## config.mk

```make
export PLATFORM = sky130hd
export DESIGN_NAME = melody_sequencer
export DESIGN_NICKNAME = d
export VERILOG_FILES = /design/src/rtl/melody_sequencer.sv
export SDC_FILE = /design/constraint.sdc
export NUM_CORES = 1
export LEC_CHECK = 0
export CORE_MARGIN = 2
export CORE_UTILIZATION = 43
export CTS_BUF_LIST = sky130_fd_sc_hd__clkbuf_16
export DETAILED_ROUTE_END_ITERATION = 12
export SYNTH_ARGS = -nofsm -noshare
export SYNTH_HDL_FRONTEND = slang
export SYNTH_SLANG_ARGS = --single-unit
```

## constraint.sdc

```tcl
create_clock -name clk -period 5.38 [get_ports clk]
set_input_delay 1.614 -clock clk [delete_from_list [all_inputs] [get_ports clk]]
set_output_delay 1.614 -clock clk [all_outputs]
set_load 0.01 [all_outputs]
```

## src/rtl/melody_sequencer.sv

```systemverilog
// melody_sequencer: FIFO-fed note scheduler driving the beep generator tone select.
// The CPU queues (pitch, duration) entries; the sequencer plays each pitch for
// duration*TICK_CYCLES cycles, followed by GAP_TICKS*TICK_CYCLES silent cycles.
//
// Optional feature: define SEQ_LOOP_EN to build the re-queue path. With it,
// loop=1 writes every popped entry back to the FIFO tail so the sequence repeats.
//
// Ports:
//   clk        in   system clock (62.5 MHz domain)
//   reset      in   synchronous, active-high
//   push       in   strobe: enqueue push_data ([7:0] pitch, [15:8] duration ticks)
//   push_data  in   16-bit entry
//   flush      in   strobe: empty FIFO, clear overflow, stop playback
//   start      in   strobe: begin playback (ignored when empty or playing)
//   stop       in   strobe: abort playback, keep queued entries
//   loop       in   level: re-queue played entries (SEQ_LOOP_EN builds only)
//   mode       out  tone select, nonzero only while a note sounds
//   playing    out  high whenever the sequencer is not idle
//   full/empty out  FIFO occupancy flags
//   level      out  FIFO occupancy
//   overflow   out  sticky: a push was dropped on a full FIFO
//   done       out  one-cycle pulse when playback drains the FIFO
module melody_sequencer #(
    parameter int unsigned DEPTH       = 16,
    parameter int unsigned TICK_CYCLES = 625000,
    parameter int unsigned GAP_TICKS   = 1
) (
    input  logic                       clk,
    input  logic                       reset,
    input  logic                       push,
    input  logic [15:0]                push_data,
    input  logic                       flush,
    input  logic                       start,
    input  logic                       stop,
    input  logic                       loop,
    output logic [7:0]                 mode,
    output logic                       playing,
    output logic                       full,
    output logic                       empty,
    output logic [$clog2(DEPTH):0]     level,
    output logic                       overflow,
    output logic                       done
);

    localparam int unsigned AW = (DEPTH > 1) ? $clog2(DEPTH) : 1;
    localparam int unsigned LW = $clog2(DEPTH) + 1;
    localparam int unsigned PW = (TICK_CYCLES > 1) ? $clog2(TICK_CYCLES) : 1;
    localparam int unsigned RW = 16;

    localparam logic [PW-1:0] PRESC_MAX  = PW'(TICK_CYCLES - 1);
    localparam logic [LW-1:0] LEVEL_FULL = LW'(DEPTH);
    localparam logic [RW-1:0] GAP_LOAD   = RW'(GAP_TICKS);
    localparam bit            HAS_GAP    = (GAP_TICKS != 0);

    typedef enum logic [1:0] {
        S_IDLE,
        S_LOAD,
        S_NOTE,
        S_GAP
    } state_e;

    state_e          state_q, state_d;
    logic [15:0]     mem_q [DEPTH];
    logic [15:0]     mem_d [DEPTH];
    logic [AW-1:0]   rd_ptr_q, rd_ptr_d;
    logic [AW-1:0]   wr_ptr_q, wr_ptr_d;
    logic [LW-1:0]   level_q, level_d;
    logic            overflow_q, overflow_d;
    logic [PW-1:0]   presc_q, presc_d;
    logic [RW-1:0]   remaining_q, remaining_d;
    logic [7:0]      mode_q, mode_d;
    logic            playing_q, playing_d;
    logic            done_q, done_d;
    logic            full_q, full_d;
    logic            empty_q, empty_d;

    logic [15:0]     head_c;
    logic [7:0]      head_pitch_c;
    logic [7:0]      head_dur_c;
    logic            pop_c;
    logic            requeue_c;
    logic            space_c;
    logic            push_ok_c;
    logic            more_c;
    logic            tick_wrap_c;
    logic [AW-1:0]   push_slot_c;

    assign head_c       = mem_q[rd_ptr_q];
    assign head_pitch_c = head_c[7:0];
    assign head_dur_c   = head_c[15:8];

    // A pop only happens in LOAD and is cancelled by stop/flush so entries are retained.
    assign pop_c = (state_q == S_LOAD) && (level_q != '0) && !stop && !flush;

`ifdef SEQ_LOOP_EN
    assign requeue_c = pop_c && loop;
`else
    logic unused_loop_c;
    assign unused_loop_c = loop;
    assign requeue_c     = 1'b0;
`endif

    // A plain pop frees a slot for a same-cycle push; a re-queue consumes it again.
    assign space_c     = (level_q != LEVEL_FULL) || (pop_c && !requeue_c);
    assign push_ok_c   = push && !flush && space_c;
    assign push_slot_c = wr_ptr_q + AW'(requeue_c);
    assign tick_wrap_c = (presc_q == PRESC_MAX);
    // Entries still available after this LOAD's pop (a same-cycle push counts).
    assign more_c      = (level_q > LW'(1)) || push_ok_c || requeue_c;

    // FIFO storage, pointers, occupancy and sticky overflow.
    always_comb begin
        mem_d      = mem_q;
        rd_ptr_d   = rd_ptr_q;
        wr_ptr_d   = wr_ptr_q;
        level_d    = level_q;
        overflow_d = overflow_q;
        if (flush) begin
            rd_ptr_d   = '0;
            wr_ptr_d   = '0;
            level_d    = '0;
            overflow_d = 1'b0;
        end else begin
            if (push && !space_c) begin
                overflow_d = 1'b1;
            end
`ifdef SEQ_LOOP_EN
            if (requeue_c) begin
                mem_d[wr_ptr_q] = head_c;
            end
`endif
            if (push_ok_c) begin
                mem_d[push_slot_c] = push_data;
            end
            if (pop_c) begin
                rd_ptr_d = rd_ptr_q + AW'(1);
            end
            wr_ptr_d = wr_ptr_q + AW'(requeue_c) + AW'(push_ok_c);
            level_d  = level_q + LW'(requeue_c) + LW'(push_ok_c) - LW'(pop_c);
        end
    end

    // Playback FSM: next state, tick prescaler, remaining-tick counter, outputs.
    always_comb begin
        state_d     = state_q;
        presc_d     = presc_q;
        remaining_d = remaining_q;
        mode_d      = 8'd0;
        done_d      = 1'b0;
        case (state_q)
            S_IDLE: begin
                if (start && (level_q != '0)) begin
                    state_d = S_LOAD;
                end
            end
            S_LOAD: begin
                if (level_q == '0) begin
                    state_d = S_IDLE;
                    done_d  = 1'b1;
                end else if (head_dur_c == 8'd0) begin
                    if (more_c) begin
                        state_d = S_LOAD;
                    end else begin
                        state_d = S_IDLE;
                        done_d  = 1'b1;
                    end
                end else begin
                    state_d     = S_NOTE;
                    remaining_d = RW'(head_dur_c);
                    presc_d     = '0;
                    mode_d      = head_pitch_c;
                end
            end
            S_NOTE: begin
                mode_d = mode_q;
                if (tick_wrap_c) begin
                    presc_d     = '0;
                    remaining_d = remaining_q - RW'(1);
                    if (remaining_q == RW'(1)) begin
                        mode_d = 8'd0;
                        if (HAS_GAP) begin
                            state_d     = S_GAP;
                            remaining_d = GAP_LOAD;
                        end else begin
                            state_d = S_LOAD;
                        end
                    end
                end else begin
                    presc_d = presc_q + PW'(1);
                end
            end
            S_GAP: begin
                if (tick_wrap_c) begin
                    presc_d     = '0;
                    remaining_d = remaining_q - RW'(1);
                    if (remaining_q == RW'(1)) begin
                        state_d = S_LOAD;
                    end
                end else begin
                    presc_d = presc_q + PW'(1);
                end
            end
            default: begin
                state_d = S_IDLE;
            end
        endcase
        // stop and flush abort playback from any state and beat start.
        if (stop || flush) begin
            state_d = S_IDLE;
            mode_d  = 8'd0;
            done_d  = 1'b0;
        end
    end

    assign playing_d = (state_d != S_IDLE);
    assign full_d    = (level_d == LEVEL_FULL);
    assign empty_d   = (level_d == '0);

    always_ff @(posedge clk) begin
        if (reset) begin
            state_q     <= S_IDLE;
            mem_q       <= '{default: '0};
            rd_ptr_q    <= '0;
            wr_ptr_q    <= '0;
            level_q     <= '0;
            overflow_q  <= 1'b0;
            presc_q     <= '0;
            remaining_q <= '0;
            mode_q      <= 8'd0;
            playing_q   <= 1'b0;
            done_q      <= 1'b0;
            full_q      <= 1'b0;
            empty_q     <= 1'b1;
        end else begin
            state_q     <= state_d;
            mem_q       <= mem_d;
            rd_ptr_q    <= rd_ptr_d;
            wr_ptr_q    <= wr_ptr_d;
            level_q     <= level_d;
            overflow_q  <= overflow_d;
            presc_q     <= presc_d;
            remaining_q <= remaining_d;
            mode_q      <= mode_d;
            playing_q   <= playing_d;
            done_q      <= done_d;
            full_q      <= full_d;
            empty_q     <= empty_d;
        end
    end

    assign mode     = mode_q;
    assign playing  = playing_q;
    assign full     = full_q;
    assign empty    = empty_q;
    assign level    = level_q;
    assign overflow = overflow_q;
    assign done     = done_q;

endmodule

```

Word-level counts from Yosys, hierarchy flattened

Index checks and enable logic that the tools add are counted.

Bits in registers: 320

Add/subtract/negate cells: 6
Magnitude comparators: 4
Equality and inequality tests: 12
Muxes and demuxes: 35
Bitwise operators: 4
Reduce and logical (&&, ||, !) cells: 30

Operator list:

| cell                                                  | number |
|---|---|
| bitwise mux 256 bit                                   | 1 |
| 2-to-1 mux 16 bit                                     | 8 |
| binary-select mux 16 bit (select 4 bit)               | 1 |
| demux 16 bit (select 4 bit)                           | 1 |
| 2-to-1 mux 20 bit                                     | 3 |
| case mux 16 bit (3 select lines)                      | 1 |
| case mux 20 bit (2 select lines)                      | 1 |
| 2-to-1 mux 8 bit                                      | 4 |
| adder 20 x 1 -> 20 bit (second input constant)        | 1 |
| equality test 20 bit (second input constant)          | 1 |
| equality test 16 x 1 -> 1 bit (second input constant) | 1 |
| 2-to-1 mux 2 bit                                      | 8 |
| case mux 8 bit (2 select lines)                       | 1 |
| subtractor 16 x 1 -> 16 bit (second input constant)   | 1 |
| >= comparator 5 bit (second input constant)           | 2 |
| zero test 5 bit                                       | 2 |
| != test 2 bit (second input constant)                 | 5 |
| inverter 4 -> 5 bit                                   | 2 |
| logical AND 1 bit                                     | 8 |
| zero test 8 bit                                       | 1 |
| case mux 2 bit (4 select lines)                       | 1 |
| OR reduction 2 bit                                    | 3 |
| adder 5 x 1 -> 5 bit                                  | 1 |
| equality test 5 bit (second input constant)           | 1 |
| 21 further kinds                                      | 32 |

Depth between registers and ports, before layout

Gate-level depths: netlist of run 1.

Depth after elaboration: 13
Mapped depth: 16

Worst setup path before layout of run 1

No wires, ideal clock.

Path type: in2reg
From: in flush
To: reg empty_q (netlist: empty)
Setup time: 70 ps
Arrival time: 3769 ps
Required time: 5310 ps
Slack: 1541 ps
Cell stages on the path: 14
Path through: nor2_1 > a2111oi_0 > or3b_1 > buf_2 > ha_1 > inv_1 > ha_1 > fa_1 > a21oi_1 > nor2_1 > nor2_1 > xnor2_1 > nor2_1 > a21oi_1

Cells in the longest elaborated chain, start to end: 8

RTL lines:

| item                      | line    | text |
|---|---|---|
| from (decl)               | 32      | `input logic flush,` |
| zero test 1 bit           | 93, 105 |  |
| logical AND 1 bit         | 93      | `assign pop_c = (state_q == S_LOAD) && (level_q != '0) && !stop && !flush;` |
| logical OR 1 bit          | 104     | `assign space_c = (level_q != LEVEL_FULL) \|\| (pop_c && !requeue_c);` |
| logical AND 1 bit         | 105     | `assign push_ok_c = push && !flush && space_c;` |
| adder 5 x 1 -> 5 bit      | 139     | `level_d = level_q + LW'(requeue_c) + LW'(push_ok_c) - LW'(pop_c);` |
| subtractor 5 x 1 -> 5 bit | 139     |  |
| 2-to-1 mux 5 bit *        | 118     | `if (flush) begin` |
| zero test 5 bit *         | 217     | `assign empty_d = (level_d == '0);` |
| to (signal assigned)      | 247     | `empty_q <= empty_d;` |
| to (decl)                 | 75      | `logic empty_q, empty_d;` |

Mark *: on every way between the ends. The rest lies on a longest branch, timed or not.
A chain may end at the register's enable or synchronous reset.

Worst setup path in the final report of run 1

Ends and elaborated chain as after synthesis.

==> flow_summary.json, run 1 <==
{
  "status": "completed",
  "drt-total-wl_um": 39870,
  "critPathMaxFanout": 6,
  "grtUsageTotal_pct": 23.49,
  "root_buffer": "clkbuf_16",
  "synth_area_leader_cell": "dfxtp_1",
  "ys_types": 66,
  "antenna_found_initial": 0,
  "crit_path_start": "flush",
  "grt_use_met3_pct": 2.998,
  "synth_area_leaders": "dfxtp_1, nand2_1, mux4_2",
  "die_area_um2": 34650,
  "drv_cap": 0,
  "place_ws_ns": 0.6952,
  "vias": 11630,
  "grt_use_met2_pct": 37.71,
  "htreeDepth": 2,
  "grt_use_met1_pct": 32.98,
  "insertion_delay_ns": 0.53,
  "cts_buffers": 36,
  "fillers": 3081,
  "route.detailed.drc": 0,
  "drive_gt1_share_pct": 11.40,
  "grt_pass1_wl_um": 62600,
  "cts_max_path_buffers": 3,
  "fin_crit_ns": 4.176,
  "cp-end-kind": "register",
  "setup_violations": 0,
  "r2r_slack_ns": 1.51,
  "overflow": 0,
  "cts_tree": "yes",
  "fin_tns_setup_ns": 0,
  "synth-seq-cells": 320,
  "initial_core_util_pct": 43.74,
  "place_congestion": 0.8297,
  "synth_area_um2": 14270,
  "post-route-period-util_pct": 77.61,
  "clkTransAtPathRegs_ns": 0.06,
  "cts_sinks": 320,
  "worst_setup_path_start_kind": "primary input",
  "antenna_left": 0,
  "path_class": "primary input to register",
  "seq_area_frac_synth_pct": 44.90,
  "mostFrequentLayoutCells": "nand2_1, dfxtp_1, a21oi_1",
  "multi_input_area_um2": 7207,
  "ir_drop_mv": 0.2022,
  "tightestPinTransition_ns": 0.9543,
  "hold_viol": 0,
  "synth_edf_count": 0,
  "layout.cells.most_common": "nand2_1",
  "synth_ff_type": "dfxtp_1",
  "cp.arrival_ns": 4.62,
  "core_area_um2": 32620,
  "grt_pass1_vias": 10960,
  "dr.first_iter.drc_count": 1030,
  "relSlewSlack_pct": 36.08,
  "ctsResizeCount": 0,
  "ys_warn_count": 0,
  "worst_slack_ns": 1.204,
  "via_per_inst": 5.582,
  "n_antenna_cell": 0,
  "hp-class": "register to register",
  "postCtsHoldBufs": 0,
  "syn2layout_area_growth_pct": 12.56,
  "hpwl_um": 24350,
  "die_h_um": 186.1,
  "endpoint": "empty",
  "powerDensity_nw_per_um2": 304.0,
  "grt_max_degree": 181,
  "syn_inst": 1633,
  "synth_nets": 1672,
  "rows": 66,
  "regArea_um2": 6412,
  "drv_slew": 0,
  "routedWlPerCell_um": 19.14,
  "die_w_um": 186.1,
  "worstRegToRegCells": 8,
  "nets": 1658,
  "required_ns": 5.82,
  "synth_area_per_cell_um2": 8.736,
  "synth.top_cell.area_share_pct": 44.90,
  "rr_endpoint": "remaining_q[2]",
  "num_io_pins": 41,
  "firstDrtPassIters": 5,
  "portBuffers": 39,
  "grt_setup_unrepaired": "no",
  "synthArstFlopShare_pct": 0,
  "p_total_mw": 4.881,
  "post_cts_buffers": 0,
  "fmax_mhz": 239.5,
  "busiest_layer": "met2",
  "clock_skew_ns": 0.02180,
  "leakage_nw": 5.154,
  "r2r_start": "rd_ptr_q[2]"
}
==> cell families (layout without fill, tap and decap cells) <==
logic type / after synthesis / in the layout / share of synthesized area, %
muxes: 124 / 124 / 15.02
xor gates and xnor gates: 10 / 10 / 0.6139
buffers and inverters: 153 / 161 / 4.578
AOI/OAI and AO/OA: 334 / 334 / 13.41
adders and majority gates: 16 / 16 / 1.456
DFF: 320 / 320 / 44.90
and+or+nand+nor: 676 / 676 / 20.01
==> how the worst min path moves through the flow <==
stage / from / endpoint / slack (ns) / cells past startpoint
CTS: mem_q[102] / mem_q[102] / 0.45 / 2
finish: mem_q[102] / mem_q[102] / 0.45 / 2
global route: mem_q[195] / mem_q[195] / 0.47 / 2
global placement: mem_q[237] / mem_q[237] / 0.44 / 2
floorplan: mem_q[100] / mem_q[100] / 0.43 / 2
detailed placement: mem_q[102] / mem_q[102] / 0.44 / 2
==> flip-flops by register name, summed over array words and instances (netlist names) <==
register,count
done,1
empty,1
full,1
level,5
mem_q,256
mode,8
overflow,1
playing,1
presc_q,20
rd_ptr_q,4
remaining_q,16
state_q,2
wr_ptr_q,4
==> stage by stage <==
stage | util [%] | cell area, µm² | hold WS [ns] | cells
2_1_floorplan | - | 14270 | 0.4331 | 1633
3_3_place_gp | 45.85 | 14950 | 0.4383 | 2022
4_1_cts | 49.21 | 16050 | 0.4513 | 2082
5_1_grt | 49.23 | 16060 | 0.4655 | 2083
6_report | 49.23 | 16060 | 0.4496 | 2083
3_5_place_dp | 45.85 | 14950 | 0.4433 | 2022
==> cell type report <==
cell class	instances	area share [%]
Multi-Input combinational cell	1160	44.88
Timing Repair Buffer	79	4.387
Inverter	22	0.5143
Sequential cell	320	39.93
Clock inverter	24	1.231
Clock buffer	36	5.610
Tap cell	442	3.444
==> Yosys cell counts, drive strengths merged, types with 15 or more instances <==
cell,number
nor2,107
mux2i,51
a21oi,244
a22oi,26
ha,15
clkbuf,91
o21ai,19
nand3,17
mux4,72
nor3,18
buf,40
dfxtp,320
inv,21
nand2,465
==> report_power, final <==
group	internal (mW)	total, mW	switching, mW
Clock	1.36	2.33	0.976
Combinational	0.0476	0.163	0.116
Sequential	2.38	2.38	0.00511
Total	3.78	4.88	1.10
==> per-layer routing <==
metal  up-vias  part of all wire (%)
li1       5600                     -
met1      5575                    45
met2       380                    45
met3        73                   6.0
met4         0                   3.3
met5         -                     0
==> worst max-delay path, cell delays in order <==
cell	delay, ns
clkdlybuf4s50_1	0.58
nor2_1	0.09
a2111oi_0	0.51
or3b_1	0.34
ha_1	0.16
inv_1	0.04
ha_1	0.20
fa_1	0.42
a21oi_1	0.16
nor2_1	0.05
nor2_1	0.10
xnor2_1	0.15
nor2_1	0.08
a21oi_1	0.11
(Power assumes the default switching activity.)
==> run 2, diff against run 1 <==
==> constraint.sdc (replaced) <==
create_clock -name clk -period 3.9 [get_ports clk]
set_input_delay 1.17 -clock clk [delete_from_list [all_inputs] [get_ports clk]]
set_output_delay 1.17 -clock clk [all_outputs]
set_load 0.01 [all_outputs]
==> flow_summary.json, run 2 (synthesized netlist as in run 1, its figures left out) <==
{
  "clkTransAtPathRegs_ns": 0.06,
  "route.detailed.drc": 0,
  "post-route-period-util_pct": 88.25,
  "antenna_found_initial": 0,
  "num_io_pins": 41,
  "post-route-util_pct": 50.26,
  "largest_reg_flops": 256,
  "rows": 66,
  "antenna_left": 0,
  "vias": 11590,
  "relSlewSlack_pct": 27.78,
  "grtUsageTotal_pct": 22.70,
  "initial_core_util_pct": 43.74,
  "fin_crit_ns": 3.442,
  "p_total_mw": 6.662,
  "status": "completed",
  "htreeDepth": 2,
  "die_h_um": 186.1,
  "largestRegisters": "mem_q: 256 flops, presc_q: 20 flops, remaining_q: 16 flops",
  "core_area_um2": 32620,
  "portBuffers": 39,
  "dr.first_iter.drc_count": 986,
  "path_class": "primary input to register",
  "insertion_delay_ns": 0.52,
  "r2r_slack_ns": 0.51,
  "cp-end-kind": "register",
  "drv_slew": 0,
  "n_antenna_cell": 0,
  "setup_violations": 0,
  "grt_pass1_wl_um": 61690,
  "overflow": 0,
  "nets": 1681,
  "regMostFlops": "mem_q",
  "firstDrtPassIters": 5,
  "multi_input_area_um2": 7207,
  "grt_pass1_vias": 11060,
  "via_per_inst": 5.502,
  "hp-class": "register to register",
  "cts_buffers": 36,
  "fin_area_um2": 16390,
  "ctsResizeCount": 0,
  "drv_cap": 0,
  "dpl_cell_area_um2": 15320,
  "worst_slack_ns": 0.4581,
  "die_w_um": 186.1,
  "dp_cells": 2046,
  "required_ns": 4.34,
  "cts_sinks": 320,
  "grt_max_degree": 154,
  "post_cts_buffers": 0,
  "fmax_mhz": 290.5,
  "regArea_um2": 6412,
  "powerDensity_nw_per_um2": 406.3,
  "cts_tree": "yes",
  "root_buffer": "clkbuf_16",
  "hpwl_um": 24780,
  "ir_drop_mv": 0.2645,
  "mostFrequentLayoutCells": "nand2_1, dfxtp_1, a21oi_1",
  "cts_max_path_buffers": 3,
  "drive_gt1_share_pct": 12.25,
  "critPathMaxFanout": 2,
  "clock_skew_ns": 0.01709,
  "cp.arrival_ns": 3.89,
  "leakage_nw": 5.321,
  "place_congestion": 0.8295,
  "drt-total-wl_um": 38440,
  "worst_setup_path_start_kind": "primary input",
  "place_ws_ns": -0.06253,
  "postCtsHoldBufs": 0,
  "hold_viol": 0,
  "routedWlPerCell_um": 18.24,
  "die_area_um2": 34650,
  "layout.cells.most_common": "nand2_1",
  "fillers": 3033,
  "syn2layout_area_growth_pct": 14.92,
  "final-instance-count-excl-fill": 2107,
  "tightestPinTransition_ns": 1.083,
  "grt_setup_unrepaired": "no"
}
-- run 2: cell count changes in the layout (fill, tap and decap cells not counted), sizes merged --
cell,delta
buf,+24
inv,+5
clkinv,-3
bufinv,-1
clkinvlp,-1
-- run 2: metrics by stage --
step	TNS [ns]	hold WS [ns]
after global routing	0	0.4673
after CTS	0	0.4525
after global placement	-0.05573	0.4382
after floorplan	0	0.4331
final	0	0.4510
after detailed placement	-0.08672	0.4449
-- run 2: worst paths after layout --
| check | start | end | depth (start not counted) |
|---|---|---|---|
| setup / recovery | stop | empty | 14 |
| hold / removal | mem_q[137] | mem_q[137] | 2 |
| setup reg to reg | rd_ptr_q[0] | remaining_q[6] | 8 |
| hold reg to reg | mem_q[137] | mem_q[137] | 2 |
-- run 2: metal layers --
| metal | share of wire, % | GRT usage, % |
|---|---|---|
| met5 | 0 | 0 |
| met4 | 2.3 | 6.016 |
| met3 | 5.1 | 3.407 |
| met2 | 47 | 37.68 |
| met1 | 45 | 31.02 |
-- run 2: layout make-up --
type,count,share of cell area [%]
clock inverters,24,0.8929
flip-flops and latches,320,39.11
repair buffers,102,6.510
inverters,22,0.5037
multi-input cells,1160,43.96
clock buffers,37,5.648
well taps,442,3.373
-- run 2: worst max-delay path, cell delays in order --
cell	delay, ns
clkdlybuf4s50_1	0.53
nor2_1	0.07
a2111oi_0	0.49
or3b_1	0.21
ha_1	0.12
inv_1	0.04
ha_1	0.19
fa_1	0.41
a21oi_1	0.15
nor2_1	0.05
nor2_1	0.11
xnor2_1	0.15
nor2_1	0.07
a21oi_1	0.12
-- run 2: where the power goes --
| part | switching, mW | internal, mW |
|---|---|---|
| clock | 1.30 | 1.83 |
| combinational | 0.164 | 0.0750 |
| sequential | 0.00727 | 3.28 |
| total | 1.47 | 5.19 |
==> run 3, diff against run 2 <==
--- a/config.mk
+++ b/config.mk
@@ -9,6 +9,7 @@
 export CORE_UTILIZATION = 43
 export CTS_BUF_LIST = sky130_fd_sc_hd__clkbuf_16
 export DETAILED_ROUTE_END_ITERATION = 12
+export PLACE_DENSITY = 0.57
 export SYNTH_ARGS = -nofsm -noshare
 export SYNTH_HDL_FRONTEND = slang
 export SYNTH_SLANG_ARGS = --single-unit
==> flow_summary.json, run 3 (synthesized netlist as in run 1, its figures left out) <==
{
  "post-route-period-util_pct": 89.03,
  "powerDensity_nw_per_um2": 411.6,
  "syn2layout_area_growth_pct": 15.42,
  "crit_path_start": "stop",
  "drv_slew": 0,
  "overflow": 0,
  "fin_area_um2": 16470,
  "postCtsHoldBufs": 0,
  "via_per_inst": 5.439,
  "worst_setup_path_start_kind": "primary input",
  "worstRegToRegCells": 8,
  "die_w_um": 186.1,
  "largestRegisters": "mem_q: 256 flops, presc_q: 20 flops, remaining_q: 16 flops",
  "critPathSlowestCell": "clkdlybuf4s50_1",
  "die_h_um": 186.1,
  "critPathBufInv": 2,
  "cts_max_path_buffers": 3,
  "largest_reg_flops": 256,
  "vias": 11450,
  "slowest_delay_ns": 0.47,
  "clock_skew_ns": 0.02107,
  "rr_endpoint": "remaining_q[2]",
  "layout.cells.most_common": "nand2_1",
  "cts_sinks": 320,
  "cts_buffers": 37,
  "htreeDepth": 2,
  "dpl_cell_area_um2": 15340,
  "antenna_left": 0,
  "cp-end-kind": "register",
  "portBuffers": 39,
  "post_cts_buffers": 0,
  "drive_gt1_share_pct": 12.32,
  "core_area_um2": 32620,
  "n_antenna_cell": 0,
  "die_area_um2": 34650,
  "grt_max_degree": 162,
  "antenna_found_initial": 0,
  "critPathMaxFanout": 2,
  "crit_chain": "clkdlybuf4s50_1 -> nor2_1 -> a2111oi_0 -> or3b_1 -> ha_1 -> inv_1 -> ha_1 -> fa_1 -> a21oi_1 -> nor2_1 -> nor2_1 -> xnor2_1 -> nor2_1 -> a21oi_1",
  "ctsResizeCount": 0,
  "required_ns": 4.35,
  "hold_viol": 0,
  "insertion_delay_ns": 0.52,
  "nets": 1678,
  "routedWlPerCell_um": 18.35,
  "cp.arrival_ns": 3.92,
  "leakage_nw": 5.322,
  "whs_ns": 0.4491,
  "num_io_pins": 41,
  "dr.first_iter.drc_count": 1067,
  "place_congestion": 0.8634,
  "drt-total-wl_um": 38650,
  "dp_cells": 2042,
  "regMostFlops": "mem_q",
  "final-instance-count-excl-fill": 2106,
  "firstDrtPassIters": 5,
  "critPathTopFamily": "adder cells",
  "route.detailed.drc": 0,
  "cp_num_cells": 14,
  "grtUsageTotal_pct": 22.57,
  "initial_core_util_pct": 43.74,
  "r2r_start": "rd_ptr_q[0]",
  "setup_violations": 0,
  "drv_cap": 0,
  "ir_drop_mv": 0.3083,
  "r2r_slack_ns": 0.58,
  "fin_crit_ns": 3.472,
  "grt_pass1_wl_um": 61020,
  "tightestPinTransition_ns": 1.074,
  "mostFrequentLayoutCells": "nand2_1, dfxtp_1, a21oi_1",
  "grt_setup_unrepaired": "no",
  "clkTransAtPathRegs_ns": 0.06,
  "endpoint": "empty",
  "hpwl_um": 24730,
  "grt_pass1_vias": 10820,
  "cts_tree": "yes",
  "fmax_mhz": 288.0,
  "cp_common_cell": "nor2_1",
  "root_buffer": "clkbuf_16",
  "hp-class": "register to register",
  "rows": 66,
  "status": "completed",
  "path_class": "primary input to register",
  "relSlewSlack_pct": 28.39
}
run 3: worst min-delay path by stage:
stage / startpoint / endpoint / slack (ns) / depth (start not counted)
floorplan: mem_q[100] / mem_q[100] / 0.43 / 2
global placement: mem_q[167] / mem_q[167] / 0.44 / 2
detailed placement: mem_q[173] / mem_q[173] / 0.44 / 2
CTS: mem_q[173] / mem_q[173] / 0.45 / 2
global route: mem_q[173] / mem_q[173] / 0.47 / 2
finish: mem_q[173] / mem_q[173] / 0.45 / 2
run 3: power by group:
| group | leakage, nW | internal (mW) | switching, mW | total [mW] |
|---|---|---|---|---|
| Sequential | 2.58 | 3.28 | 0.00758 | 3.29 |
| Combinational | 2.17 | 0.0743 | 0.162 | 0.236 |
| Clock | 0.572 | 1.89 | 1.36 | 3.25 |
run 3: metrics by stage:
step	power (mW)	setup WS (ns)	util, %	setup TNS [ns]
2_1_floorplan	3.509	0.5049	-	0
3_3_place_gp	3.594	-0.04537	47.03	-0.04537
3_5_place_dp	3.596	-0.06881	47.03	-0.09739
4_1_cts	6.841	0.4399	50.48	0
5_1_grt	7.006	0.2203	50.48	0
6_report	6.777	0.4277	50.48	0
run 3: worst reg2reg max path, stage by stage, from the launching register on:
cell     delay (ns)
dfxtp_4        0.53
buf_12         0.24
mux4_2         0.57
a22oi_1        0.23
nand2_1        0.20
nor4_4         0.54
a21o_1         0.21
nand2_1        0.32
a31o_2         0.37
run 3: final cells by class:
cell class / instances / area [µm²]
repair buffers: 98 / 1087
multi-input cells: 1160 / 7207
clock inverters: 26 / 172.7
well taps: 442 / 553.0
inverters: 22 / 82.58
flip-flops and latches: 320 / 6412
fillers: 3098 / 16150
clock buffers: 38 / 950.9
run 3: routing by layer:
| layer | vias up | track usage, % | part of all wire [%] |
|---|---|---|---|
| met5 | - | 0 | 0 |
| met4 | 0 | 5.984 | 2.1 |
| met3 | 53 | 3.213 | 5.1 |
| met2 | 285 | 36.97 | 47 |
| met1 | 5471 | 31.38 | 46 |
| li1 | 5645 | - | - |
